## config.mk

```make
export PLATFORM = sky130hd
export DESIGN_NAME = simframe_sched
export DESIGN_NICKNAME = d
export VERILOG_FILES = /design/src/rtl/simframe_sched.sv
export SDC_FILE = /design/constraint.sdc
export NUM_CORES = 1
export LEC_CHECK = 0
export ABC_AREA = 0
export ABC_CLOCK_PERIOD_IN_PS = 4200
export BUFFER_PORTS_ARGS = -buffer_cell sky130_fd_sc_hd__buf_2
export CAP_MARGIN = 20
export CORE_AREA = 10 10 276 278
export DETAILED_ROUTE_END_ITERATION = 7
export DIE_AREA = 0 0 286 288
export PLACE_DENSITY = 0.79
export REMOVE_ABC_BUFFERS = 1
export SYNTH_ARGS = -nofsm -noshare
export SYNTH_HDL_FRONTEND = slang
export SYNTH_SLANG_ARGS = --single-unit
```

## constraint.sdc

```tcl
create_clock -name i_clk -period 4.2 [get_ports i_clk]
set_input_delay 0.84 -clock i_clk [delete_from_list [all_inputs] [get_ports i_clk]]
set_output_delay 0.84 -clock i_clk [all_outputs]
set_load 0.01 [all_outputs]
```

## src/rtl/simframe_sched.sv

```systemverilog
// Frame scheduler: issues patterns from a writable table to the simulated-frame
// generator, one per frame, paced by a minimum period and bounded by a frame count.
module simframe_sched #(
  parameter int PATTERN_WIDTH = 32,
  parameter int TABLE_DEPTH   = 16,
  parameter int TABLE_AW      = $clog2(TABLE_DEPTH)
) (
  input  logic                     i_clk,
  input  logic                     i_reset,
  input  logic                     i_cfg_we,
  input  logic [TABLE_AW-1:0]      i_cfg_addr,
  input  logic [PATTERN_WIDTH-1:0] i_cfg_data,
  input  logic [TABLE_AW:0]        i_pattern_count,
  input  logic [31:0]              i_frame_count,
  input  logic [31:0]              i_frame_period,
  input  logic                     i_start,
  input  logic                     i_stop,
  output logic [PATTERN_WIDTH-1:0] o_axis_out_tdata,
  output logic                     o_axis_out_tvalid,
  input  logic                     i_axis_out_tready,
  output logic                     o_busy,
  output logic [31:0]              o_frames_sent,
  output logic                     o_done
);

  typedef enum logic [1:0] {ST_IDLE, ST_SEND, ST_GAP} state_t;

  localparam logic [TABLE_AW:0]   LP_DEPTH   = (TABLE_AW+1)'(TABLE_DEPTH);
  localparam logic [TABLE_AW:0]   LP_PC_ONE  = (TABLE_AW+1)'(1);
  localparam logic [TABLE_AW-1:0] LP_IDX_ONE = (TABLE_AW)'(1);

  state_t                   r_state, w_state_nxt;
  logic [PATTERN_WIDTH-1:0] r_table [TABLE_DEPTH];
  logic [PATTERN_WIDTH-1:0] r_tdata;
  logic [TABLE_AW-1:0]      r_idx, w_idx_nxt;
  logic [TABLE_AW:0]        r_pc, w_pc_eff;
  logic [31:0]              r_frame_count, r_period, r_timer, r_frames_sent;
  logic                     r_stop_pend, r_done;
  logic                     w_hs, w_finish;

  always_comb begin
    w_pc_eff = i_pattern_count;
    if (i_pattern_count == '0)
      w_pc_eff = LP_PC_ONE;
    else if (i_pattern_count > LP_DEPTH)
      w_pc_eff = LP_DEPTH;
  end

  // A stop arriving in the handshake cycle ends the run at that handshake.
  always_comb begin
    w_state_nxt = r_state;
    w_hs        = (r_state == ST_SEND) && i_axis_out_tready;
    w_idx_nxt   = ({1'b0, r_idx} == (r_pc - LP_PC_ONE)) ? '0 : r_idx + LP_IDX_ONE;
    w_finish    = ((r_frame_count != 32'd0) && (r_frames_sent + 32'd1 == r_frame_count))
                  || r_stop_pend || i_stop;
    case (r_state)
      ST_IDLE: if (i_start && !i_stop) w_state_nxt = ST_SEND;
      ST_SEND: begin
        if (w_hs) begin
          if (w_finish)              w_state_nxt = ST_IDLE;
          else if (r_period <= 32'd1) w_state_nxt = ST_SEND;
          else                       w_state_nxt = ST_GAP;
        end
      end
      ST_GAP: begin
        if (i_stop)                w_state_nxt = ST_IDLE;
        else if (r_timer == 32'd0) w_state_nxt = ST_SEND;
      end
      default: w_state_nxt = ST_IDLE;
    endcase
  end

  always_ff @(posedge i_clk) begin
    if (i_cfg_we) r_table[i_cfg_addr] <= i_cfg_data;
  end

  always_ff @(posedge i_clk) begin
    if (i_reset) begin
      r_state       <= ST_IDLE;
      r_tdata       <= '0;
      r_idx         <= '0;
      r_pc          <= LP_PC_ONE;
      r_frame_count <= '0;
      r_period      <= '0;
      r_timer       <= '0;
      r_frames_sent <= '0;
      r_stop_pend   <= 1'b0;
      r_done        <= 1'b0;
    end else begin
      r_state <= w_state_nxt;
      r_done  <= 1'b0;
      case (r_state)
        ST_IDLE: begin
          if (i_start && !i_stop) begin
            r_frame_count <= i_frame_count;
            r_period      <= i_frame_period;
            r_pc          <= w_pc_eff;
            r_idx         <= '0;
            r_frames_sent <= '0;
            r_tdata       <= r_table[0];
            r_stop_pend   <= 1'b0;
          end
        end
        ST_SEND: begin
          if (w_hs) begin
            r_frames_sent <= r_frames_sent + 32'd1;
            r_idx         <= w_idx_nxt;
            if (w_finish) begin
              r_done      <= 1'b1;
              r_stop_pend <= 1'b0;
            end else if (r_period <= 32'd1) begin
              r_tdata <= r_table[w_idx_nxt];
            end else begin
              r_timer <= r_period - 32'd2;
            end
          end else if (i_stop) begin
            r_stop_pend <= 1'b1;
          end
        end
        ST_GAP: begin
          if (i_stop)
            r_done <= 1'b1;
          else if (r_timer == 32'd0)
            r_tdata <= r_table[r_idx];
          else
            r_timer <= r_timer - 32'd1;
        end
        default: ;
      endcase
    end
  end

  assign o_axis_out_tdata  = r_tdata;
  assign o_axis_out_tvalid = (r_state == ST_SEND);
  assign o_busy            = (r_state != ST_IDLE);
  assign o_frames_sent     = r_frames_sent;
  assign o_done            = r_done;

endmodule

```

# Word-level counts from Yosys, hierarchy flattened
# Memories as Yosys holds them, arrays and structs flattened. A register that Yosys moved wholly into a read port is not among the register bits.
# Index checks and enable logic that the tools add are counted.
[totals]
wordCells = 95
out_inout_bits = 67
mem_count = 1
rom_bits = 0
input_bits = 111
ram_bits = 512
latch_bits = 0
ff_bits = 173
[classes]
n_shift = 0
reduce_logical = 20
n_lt_le_gt_ge = 2
n_eq_ne = 15
n_mux = 42
n_div = 0
addsub = 5
bitwise_logic = 0
n_mul = 0
[mem_list]
columns = ["memory", "depth", "width", "rd", "rd_clocked_by_memory_dff", "write_ports", "line_no", "rtl"]
rows = [
  ["r_table", 16, 32, 3, 1, 1, "33", "logic [PATTERN_WIDTH-1:0] r_table [TABLE_DEPTH];"],
]
[ops]
columns = ["op", "n"]
rows = [
  ["2-to-1 mux 32 bit", 13],
  ["one-hot mux 32 bit (2 select lines)", 2],
  ["one-hot mux 32 bit (3 select lines)", 1],
  ["adder 32 x 1 -> 32 bit, second input constant", 1],
  ["equality test 32 bit", 1],
  ["<= comparator 32 x 1 -> 1 bit, second input constant", 1],
  ["logical NOT 32 bit", 1],
  ["nonzero test 32 bit", 1],
  ["subtractor 32 x 1 -> 32 bit, second input constant", 1],
  ["subtractor 32 x 2 -> 32 bit, second input constant", 1],
  ["2-to-1 mux 4 bit", 5],
  ["2-to-1 mux 2 bit", 6],
  ["inequality test 2 bit, second input constant", 6],
  ["2-to-1 mux 5 bit", 2],
  ["2-to-1 mux 1 bit", 9],
  ["one-hot mux 4 bit (2 select lines)", 1],
  ["AND reduction 7 bit", 1],
  ["inequality test 3 x 2 -> 1 bit, second input constant", 2],
  ["one-hot mux 2 bit (3 select lines)", 1],
  ["AND reduction 3 bit", 2],
  ["AND reduction 6 bit", 1],
  ["nonzero test 2 bit", 3],
  ["equality test 4 x 5 -> 1 bit", 1],
  ["greater-than comparator 5 bit, second input constant", 1],
  ["other kinds (15)", 20],
]

# Logic depth before layout (Yosys ltp)
# Gate-level depths: netlist of run 1.
[logic_depth]
word_depth = 8
mapped_depth = 15
ltp_nobuf = 11

# Worst setup path before layout of run 1
# OpenSTA, ideal clock, no wires.
[synth_timing]
path_kind = "input to register"
start = "input i_cfg_addr[3]"
end = "memory r_table[0][0], enable pin"
setup_slack_ns = 0.180
t_arrival_ns = 3.559
required_ns = 3.739
cell_stages = 2
path_buffers = 0
setup_ns = 0.461
cell_sequence = "or3b_2 > nor3_1"
[synth_lines]
columns = ["element", "line_no", "rtl"]
rows = [
  ["from (decl)", "11", "input logic [TABLE_AW-1:0] i_cfg_addr,"],
  ["to (decl)", "33", ""],
]
# Straight into the memory's write port.

# Final worst setup path of run 1
[layout_timing]
start = "register r_frames_sent[0] (netlist: o_frames_sent[0])"
end = "register r_tdata[30] (netlist: o_axis_out_tdata[30])"
[layout_between]
elab_chain_cells = 7
[layout_rtl]
columns = ["element", "line_no", "rtl"]
rows = [
  ["from (decl)", "37", "logic [31:0] r_frame_count, r_period, r_timer, r_frames_sent;"],
  ["from (signal assigned)", "106", "r_frames_sent <= r_frames_sent + 32'd1;"],
  ["adder 32 x 1 -> 32 bit", "54", "w_finish = ((r_frame_count != 32'd0) && (r_frames_sent + 32'd1 == r_frame_count))"],
  ["equality test 32 bit", "54", ""],
  ["logical AND 1 bit", "54", ""],
  ["logical OR 1 bit (2 in series)", "55", "|| r_stop_pend || i_stop;"],
  ["inequality test 2 bit (no line)", "--", ""],
  ["AND reduction 7 bit (no line)", "--", ""],
  ["to (signal assigned)", "100", "r_tdata <= r_table[0];"],
  ["to (signal assigned)", "112", "r_tdata <= r_table[w_idx_nxt];"],
  ["to (signal assigned)", "124", "r_tdata <= r_table[r_idx];"],
  ["to (decl)", "34", "logic [PATTERN_WIDTH-1:0] r_tdata;"],
]
# No other way between the ends.
# A chain may end at the register's enable or synchronous reset.

==> summary.txt, run 1 <==
Run status
  • Status: finished clean

Final layout
  • Design area: 39500 µm²
  • Area grow syn2layout: 13.4%
  • Layout cells sized above 1: 20.6%
  • Final net count: 3148

Global route
  • First-pass GRT wire length: 163 mm
  • Number of global-route vias before repair: 26826
  • GRT overflow: 0
  • Largest net degree at the start of global routing: 102
  • Initial antenna violation count: 8
  • GRT Overall Usage: 25.8%

Worst setup path
  • Critical path's slowest cell: and2_4
  • CP max FO: 32
  • CP required: 4.67 ns
  • Worst r2r src: o_frames_sent[0]$_SDFFE_PP0P_
  • Worst flop-to-flop path endpoint: o_axis_out_tdata[30]$_SDFFE_PP0P_
  • Setup crit end kind: flop
  • CP Depth: 11
  • Crit Path Class: flop to flop
  • Crit-path leading delay family: simple AND/OR/NAND/NOR gates
  • Crit path arrival time: 4.42 ns
  • Critical Path Most Common Cell: a211oi_1
  • Reg2Reg Setup Slack: 0.25 ns
  • Crit path buffers/inverters: 1
  • Worst Reg-to-Reg Cells: 11
  • Ordered cell list for the critical path: ha_1 > and4_1 > nand4_1 > buf_4 > nor2_1 > a211oi_1 > a211oi_1 > nand3_1 > o21bai_4 > and2_4 > a211oi_2
  • CP max stage delay: 0.65 ns
  • Startpoint types: flop

Place
  • Setup WS pre-CTS: 0.321 ns
  • Cell area after placement: 37100 µm²
  • DP HPWL: 64.8 mm
  • Placer Congestion: 0.943
  • Port Buffers: 177

Logic synthesis
  • Synth Warn #: 0
  • Yosys cell types: 86
  • Syn Area/Cell: 11.9 µm²
  • Ys async rst share: 0%
  • Sequential fraction of the synthesis area: 54.3%
  • EDFF count, synth: 512
  • Mapped cell area: 34900 µm²
  • Prevailing post-synth register cell: edfxtp_1
  • Synth Register Bits: 689
  • Post-Synthesis Cells: 2928

Worst hold path
  • Min-Delay Endpoint: r_frame_count[26]$_SDFFE_PP0P_
  • Critical hold path startpoint: i_frame_count[26]
  • Hold/Removal Path Class: input pin to flop
  • Hold depth: 3

Route
  • DR vias: 27585
  • 1st-iter DRT viols: 3853
  • Post-Route WL: 109 mm
  • Drt pass-1 iters: 6
  • Antenna-violating nets left: 0
  • WL per Instance: 27.1 µm
  • Drt drc: 0
  • Via-to-Cell Ratio: 6.83

STA
  • Skew final: 0.0412 ns
  • RSZ-0062 raised after global routing: no
  • Min Tclk post-route: 3.95 ns
  • Endpoints failing hold: 0
  • Max-slew headroom: 29.0%
  • Worst Max-Slew Pin Slew: 1.06 ns
  • Final setup fails: 0
  • Pins Over Slew Limit: 0
  • TNS Setup: 0 ns
  • Setup WS post-layout: 0.251 ns
  • Final critical-path share of the clock period: 94.0%
  • Fmax: 253 MHz

Power
  • Tot Pwr: 18.1 mW
  • Pwr dens: 458 nW/µm²
  • Static leakage: 12.6 nW
  • Peak VDD IR: 0.365 mV

Clock network
  • Maximum clock path buffer count: 3
  • CTS buffer count: 73
  • Setup repair bufs after CTS: 0
  • Clock sink total: 689
  • CTS tree: yes
  • Hold_buf cts: 0
  • H-tree lvl count: 3
  • Skew-Pair Late Insertion Delay: 0.65 ns
  • Root Driver: clkbuf_16
  • Clock slew at reported path FFs: 0.06 ns

Die
  • Die H: 288 µm
  • Core ar.: 70900 µm²
  • Row cnt: 98
  • Die W: 286 µm
  • # IOs: 178
  • Starting Density: 49.2%
  • Die area: 82400 µm²

Job
  • Max-cap violations: 0
[cells by family (layout without fill, tap and decap cells)]
kind of cell,Yosys count,after routing,synth area share [%]
AND/OR/NAND/NOR,797,797,10.9
AO/OA/AOI/OAI,778,778,15.6
flip-flops,689,689,54.3
buffers and inverters,323,477,3.81
multiplexers,264,264,13.3
XOR/XNOR,68,68,1.75
adder cells (fa/ha/maj),9,9,0.323
other,0,4,0
[through the flow]
step | std cells | hold slack [ns] | util [%]
after floorplan | 2681 | 0.426 | -
after global placement | 3903 | 0.441 | 52.4
after detailed placement | 3903 | 0.451 | 52.4
after CTS | 4032 | 0.405 | 55.8
after global routing | 4034 | 0.431 | 55.8
final | 4036 | 0.429 | 55.8
[worst register-to-register path, cell delays in order, from the launching register on]
cell      delay (ns)
dfxtp_1         0.47
ha_1            0.36
and4_1          0.30
nand4_1         0.22
buf_4           0.25
nor2_1          0.29
a211oi_1        0.13
a211oi_1        0.41
nand3_1         0.25
o21bai_4        0.25
and2_4          0.65
a211oi_2        0.19
[sequential cells by signal, indices dropped and copies added (netlist names), named ones only]
name,cells
r_period,32
r_timer,32
o_done,1
r_table,512
r_pc,5
o_frames_sent,32
r_stop_pend,1
r_frame_count,32
r_state,2
r_idx,4
o_axis_out_tdata,32
[per-layer routing]
metal	vias to the layer above	wire [µm]	track usage, %
met5	-	66	0
li1	11677	-	-
met2	2133	51000	41.2
met4	10	5040	12.4
met1	13354	39500	32.8
met3	411	13800	5.98
[power by group]
| part | internal (mW) | switching [mW] | total [mW] |
|---|---|---|---|
| Sequential | 7.62 | 0.297 | 7.92 |
| Clock | 3.70 | 2.79 | 6.49 |
| Combinational | 1.28 | 2.43 | 3.71 |
[placed cells by master, fill, tap and decap left out, types with 28 or more instances in the layout]
master,synthesis,layout
nand3_1,31,31
nor2_1,171,155
a211oi_2,30,30
a21oi_1,258,255
xnor2_1,36,36
inv_1,75,75
edfxtp_1,512,512
nor4_1,28,28
nor3_1,70,65
xor2_1,31,30
nor4b_1,29,29
a221oi_1,78,78
a22o_1,28,28
mux2i_1,103,103
dfxtp_1,177,172
nand2_1,335,334
buf_2,19,176
mux4_2,160,160
a211oi_1,53,52
o211ai_1,98,98
buf_4,7,78
a221o_1,31,31
clkbuf_16,0,74
o21ai_0,83,83
[final cells by class]
| class | count | area [µm²] |
|---|---|---|
| repair buffers | 272 | 1810 |
| clock buffers | 97 | 2040 |
| diodes | 4 | 10.0 |
| well taps | 950 | 1190 |
| multi-input cells | 1916 | 14900 |
| fillers | 5693 | 31300 |
| clock inverters | 32 | 360 |
| inverters | 76 | 285 |
| flip-flops and latches | 689 | 18900 |
[cells in the mapped netlist (75+ instances only)]
library cell  count  area [µm²]
a21oi_1         258        1290
nor2_1          171         642
mux4_2          160        3600
clkbuf_1        186         698
o211ai_1         98         736
edfxtp_1        512       15400
inv_1            75         282
mux2i_1         103        1030
dfxtp_1         177        3540
o21ai_0          83         415
nand2_1         335        1260
a221oi_1         78         683
[worst max path at each step]
stage / start / slack, ns / end
5_1_grt: o_frames_sent[6]$_SDFFE_PP0P_ / 0.05 / o_axis_out_tdata[3]$_SDFFE_PP0P_
2_1_floorplan: r_idx[0]$_SDFFE_PP0P_ / -5.29 / o_axis_out_tdata[12]$_SDFFE_PP0P_
6_report: o_frames_sent[0]$_SDFFE_PP0P_ / 0.25 / o_axis_out_tdata[30]$_SDFFE_PP0P_
4_1_cts: o_frames_sent[6]$_SDFFE_PP0P_ / 0.32 / o_axis_out_tdata[3]$_SDFFE_PP0P_
3_3_place_gp: o_frames_sent[6]$_SDFFE_PP0P_ / 0.42 / o_axis_out_tdata[13]$_SDFFE_PP0P_
3_5_place_dp: o_frames_sent[6]$_SDFFE_PP0P_ / 0.32 / o_axis_out_tdata[3]$_SDFFE_PP0P_
[repair_timing]
action / in CTS / in global routing
gates resized for setup: 0 / 1
hold endpoints to repair: 0 / 0
setup endpoints to repair: 0 / 1
No activity file was read; power rests on OpenSTA's default activity.
==> run 2: changes to the inputs <==
--- a/config.mk
+++ b/config.mk
@@ -7,12 +7,12 @@
 export LEC_CHECK = 0
 export ABC_AREA = 0
 export ABC_CLOCK_PERIOD_IN_PS = 4200
-export BUFFER_PORTS_ARGS = -buffer_cell sky130_fd_sc_hd__buf_2
 export CAP_MARGIN = 20
 export CORE_AREA = 10 10 276 278
 export DETAILED_ROUTE_END_ITERATION = 7
 export DIE_AREA = 0 0 286 288
-export PLACE_DENSITY = 0.79
+export DONT_BUFFER_PORTS = 1
+export PLACE_DENSITY = 0.77
 export REMOVE_ABC_BUFFERS = 1
 export SYNTH_ARGS = -nofsm -noshare
 export SYNTH_HDL_FRONTEND = slang
==> run 2 against run 1 <==
Non-clock buffer count down 168; die area stayed put; worst setup slack gained 0.083 ns; critical path type unchanged; highest routed layer is now met4; worst hold slack worse by 0.14 ns; critical endpoint is now o_axis_out_tdata[22]$_SDFFE_PP0P_.
==> summary.txt, run 2 (synthesis results as in run 1) <==
Run status
  • Status: finished clean (unchanged)

STA
  • Final setup fails: 0 (unchanged)
  • Endpoints failing hold: 0 (unchanged)
  • Worst Max-Slew Pin Slew: 1.27 ns (was 1.06 ns)
  • Fmax: 259 MHz (was 253 MHz)
  • RSZ-0062 raised after global routing: no (unchanged)
  • Pins Over Slew Limit: 0 (unchanged)
  • Final critical-path share of the clock period: 92.0% (was 94.0%)
  • TNS Setup: 0 ns (unchanged)
  • Min Tclk post-route: 3.87 ns (was 3.95 ns)
  • Max-slew headroom: 15.5% (was 29.0%)
  • Skew final: 0.0409 ns (was 0.0412 ns)

Place
  • Placer Congestion: 0.930 (was 0.943)
  • Port Buffers: 0 (was 177)
  • DP HPWL: 65.4 mm (was 64.8 mm)
  • Cell area after placement: 36300 µm² (was 37100 µm²)

Worst setup path
  • Startpoint types: flop (unchanged)
  • Setup crit end kind: flop (unchanged)
  • Crit Path Class: flop to flop (unchanged)
  • CP max FO: 18 (was 32)
  • Crit path arrival time: 4.42 ns (about the same)
  • CP required: 4.76 ns (was 4.67 ns)

Worst hold path
  • Hold/Removal Path Class: input pin to flop (unchanged)

Final layout
  • Area grow syn2layout: 12.2% (was 13.4%)
  • Layout cells sized above 1: 16.4% (was 20.6%)
  • Multi-input logic area: 14900 µm² (about the same)
  • Util after Layout: 55.2% (was 55.8%)
  • Biggest register: r_table (unchanged)
  • Most frequent cells in the layout: edfxtp_1 (512), nand2_1 (334), a21oi_1 (255) (unchanged)
  • Inserted Diodes: 0 (was 4)
  • FF/Latch Area: 18900 µm² (unchanged)
  • Final net count: 2981 (was 3148)
  • Max reg flops: 512 (unchanged)
  • Filler Cells Inserted: 5713 (was 5693)
  • Most common cell after layout, fill and taps aside: edfxtp_1 (unchanged)
  • Design area: 39100 µm² (was 39500 µm²)

Clock network
  • H-tree lvl count: 3 (unchanged)
  • Setup repair bufs after CTS: 0 (unchanged)
  • Skew-Pair Late Insertion Delay: 0.65 ns (about the same)
  • Hold_buf cts: 0 (unchanged)
  • CTS tree: yes (unchanged)
  • Clock slew at reported path FFs: 0.06 ns (about the same)
  • Clock sink total: 689 (unchanged)
  • Maximum clock path buffer count: 3 (unchanged)
  • CTS buffer count: 74 (was 73)
  • Root Driver: clkbuf_16 (unchanged)
  • Post_cts resized: 0 (unchanged)

Global route
  • Initial antenna violation count: 1 (was 8)
  • GRT overflow: 0 (unchanged)
  • First-pass GRT wire length: 165 mm (was 163 mm)
  • Number of global-route vias before repair: 26719 (was 26826)
  • Largest net degree at the start of global routing: 172 (was 102)
  • GRT Overall Usage: 26.1% (was 25.8%)

Die
  • Starting Density: 49.2% (unchanged)
  • Die H: 288 µm (unchanged)
  • Die W: 286 µm (unchanged)
  • Core ar.: 70900 µm² (unchanged)
  • # IOs: 178 (unchanged)
  • Die area: 82400 µm² (unchanged)
  • Row cnt: 98 (unchanged)

Power
  • Peak VDD IR: 0.366 mV (was 0.365 mV)
  • Pwr dens: 485 nW/µm² (was 458 nW/µm²)
  • Static leakage: 12.1 nW (was 12.6 nW)

Job
  • Max-cap violations: 0 (unchanged)

Route
  • Antenna-violating nets left: 0 (unchanged)
  • Drt pass-1 iters: 7 (was 6)
  • Via-to-Cell Ratio: 7.06 (was 6.83)
  • Post-Route WL: 112 mm (was 109 mm)
  • WL per Instance: 28.9 µm (was 27.1 µm)
  • 1st-iter DRT viols: 4414 (was 3853)
  • Drt drc: 0 (unchanged)
  • DR vias: 27348 (was 27585)
-- run 2: changes by cell type in the layout (fill, tap and decap cells not counted), sizes merged --
cell / before / now
diode: 4 / 0
bufinv: 4 / 18
inv: 79 / 81
buf: 272 / 104
clkinv: 23 / 17
clkbuf: 97 / 94
-- run 2: power breakdown --
| part | switching, mW | internal, mW |
|---|---|---|
| clock | 2.87 | 4.66 |
| combinational | 2.23 | 1.19 |
| sequential | 0.391 | 7.63 |
-- run 2: critical path: stages (launching register included) --
cell and delay, ns:
dfxtp_1 0.41, inv_1 0.06, ha_1 0.22, nor2b_1 0.15, xnor2_1 0.46, a31oi_4 0.15
o211a_1 0.75, buf_4 0.44, nand2_1 0.07, o211ai_1 0.10, nor4b_1 0.61, a211oi_1 0.13
a211oi_2 0.22
-- run 2: layout make-up --
type	count	share of cell area [%]
flip-flops and latches	689	48.4
well taps	950	3.04
clock buffers	94	5.32
repair buffers	104	2.48
multi-input cells	1916	38.1
inverters	76	0.729
clock inverters	42	1.94
-- run 2: metrics by stage --
stage,total power [mW],cells,setup WS (ns),hold slack (ns)
after floorplan,10.2,2681,-5.29,0.426
after global placement,11.3,3735,0.575,0.442
after detailed placement,11.5,3735,0.524,0.449
after CTS,18.9,3871,0.494,0.266
after global routing,19.5,3871,0.242,0.259
final,19.0,3871,0.334,0.285
-- run 2: path summary, 6_finish.rpt --
check	from	to	slack, ns	cells after the start
worst max-delay path	r_pc[0]$_SDFFE_PP1P_	o_axis_out_tdata[22]$_SDFFE_PP0P_	0.33	12
worst min-delay path	i_cfg_data[23]	r_table[10][23]$_DFFE_PP_	0.28	0
worst max register to register	r_pc[0]$_SDFFE_PP1P_	o_axis_out_tdata[22]$_SDFFE_PP0P_	0.33	12
worst min register to register	r_pc[3]$_SDFFE_PP0P_	r_pc[3]$_SDFFE_PP0P_	0.46	2
-- run 2: per-layer routing --
| metal | up-vias | part of all wire [%] | global-route usage (%) |
|---|---|---|---|
| li1 | 11355 | - | - |
| met1 | 13369 | 36 | 33.9 |
| met2 | 2246 | 45 | 40.9 |
| met3 | 378 | 15 | 8.30 |
| met4 | 0 | 3.9 | 9.46 |
| met5 | - | 0 | 0 |
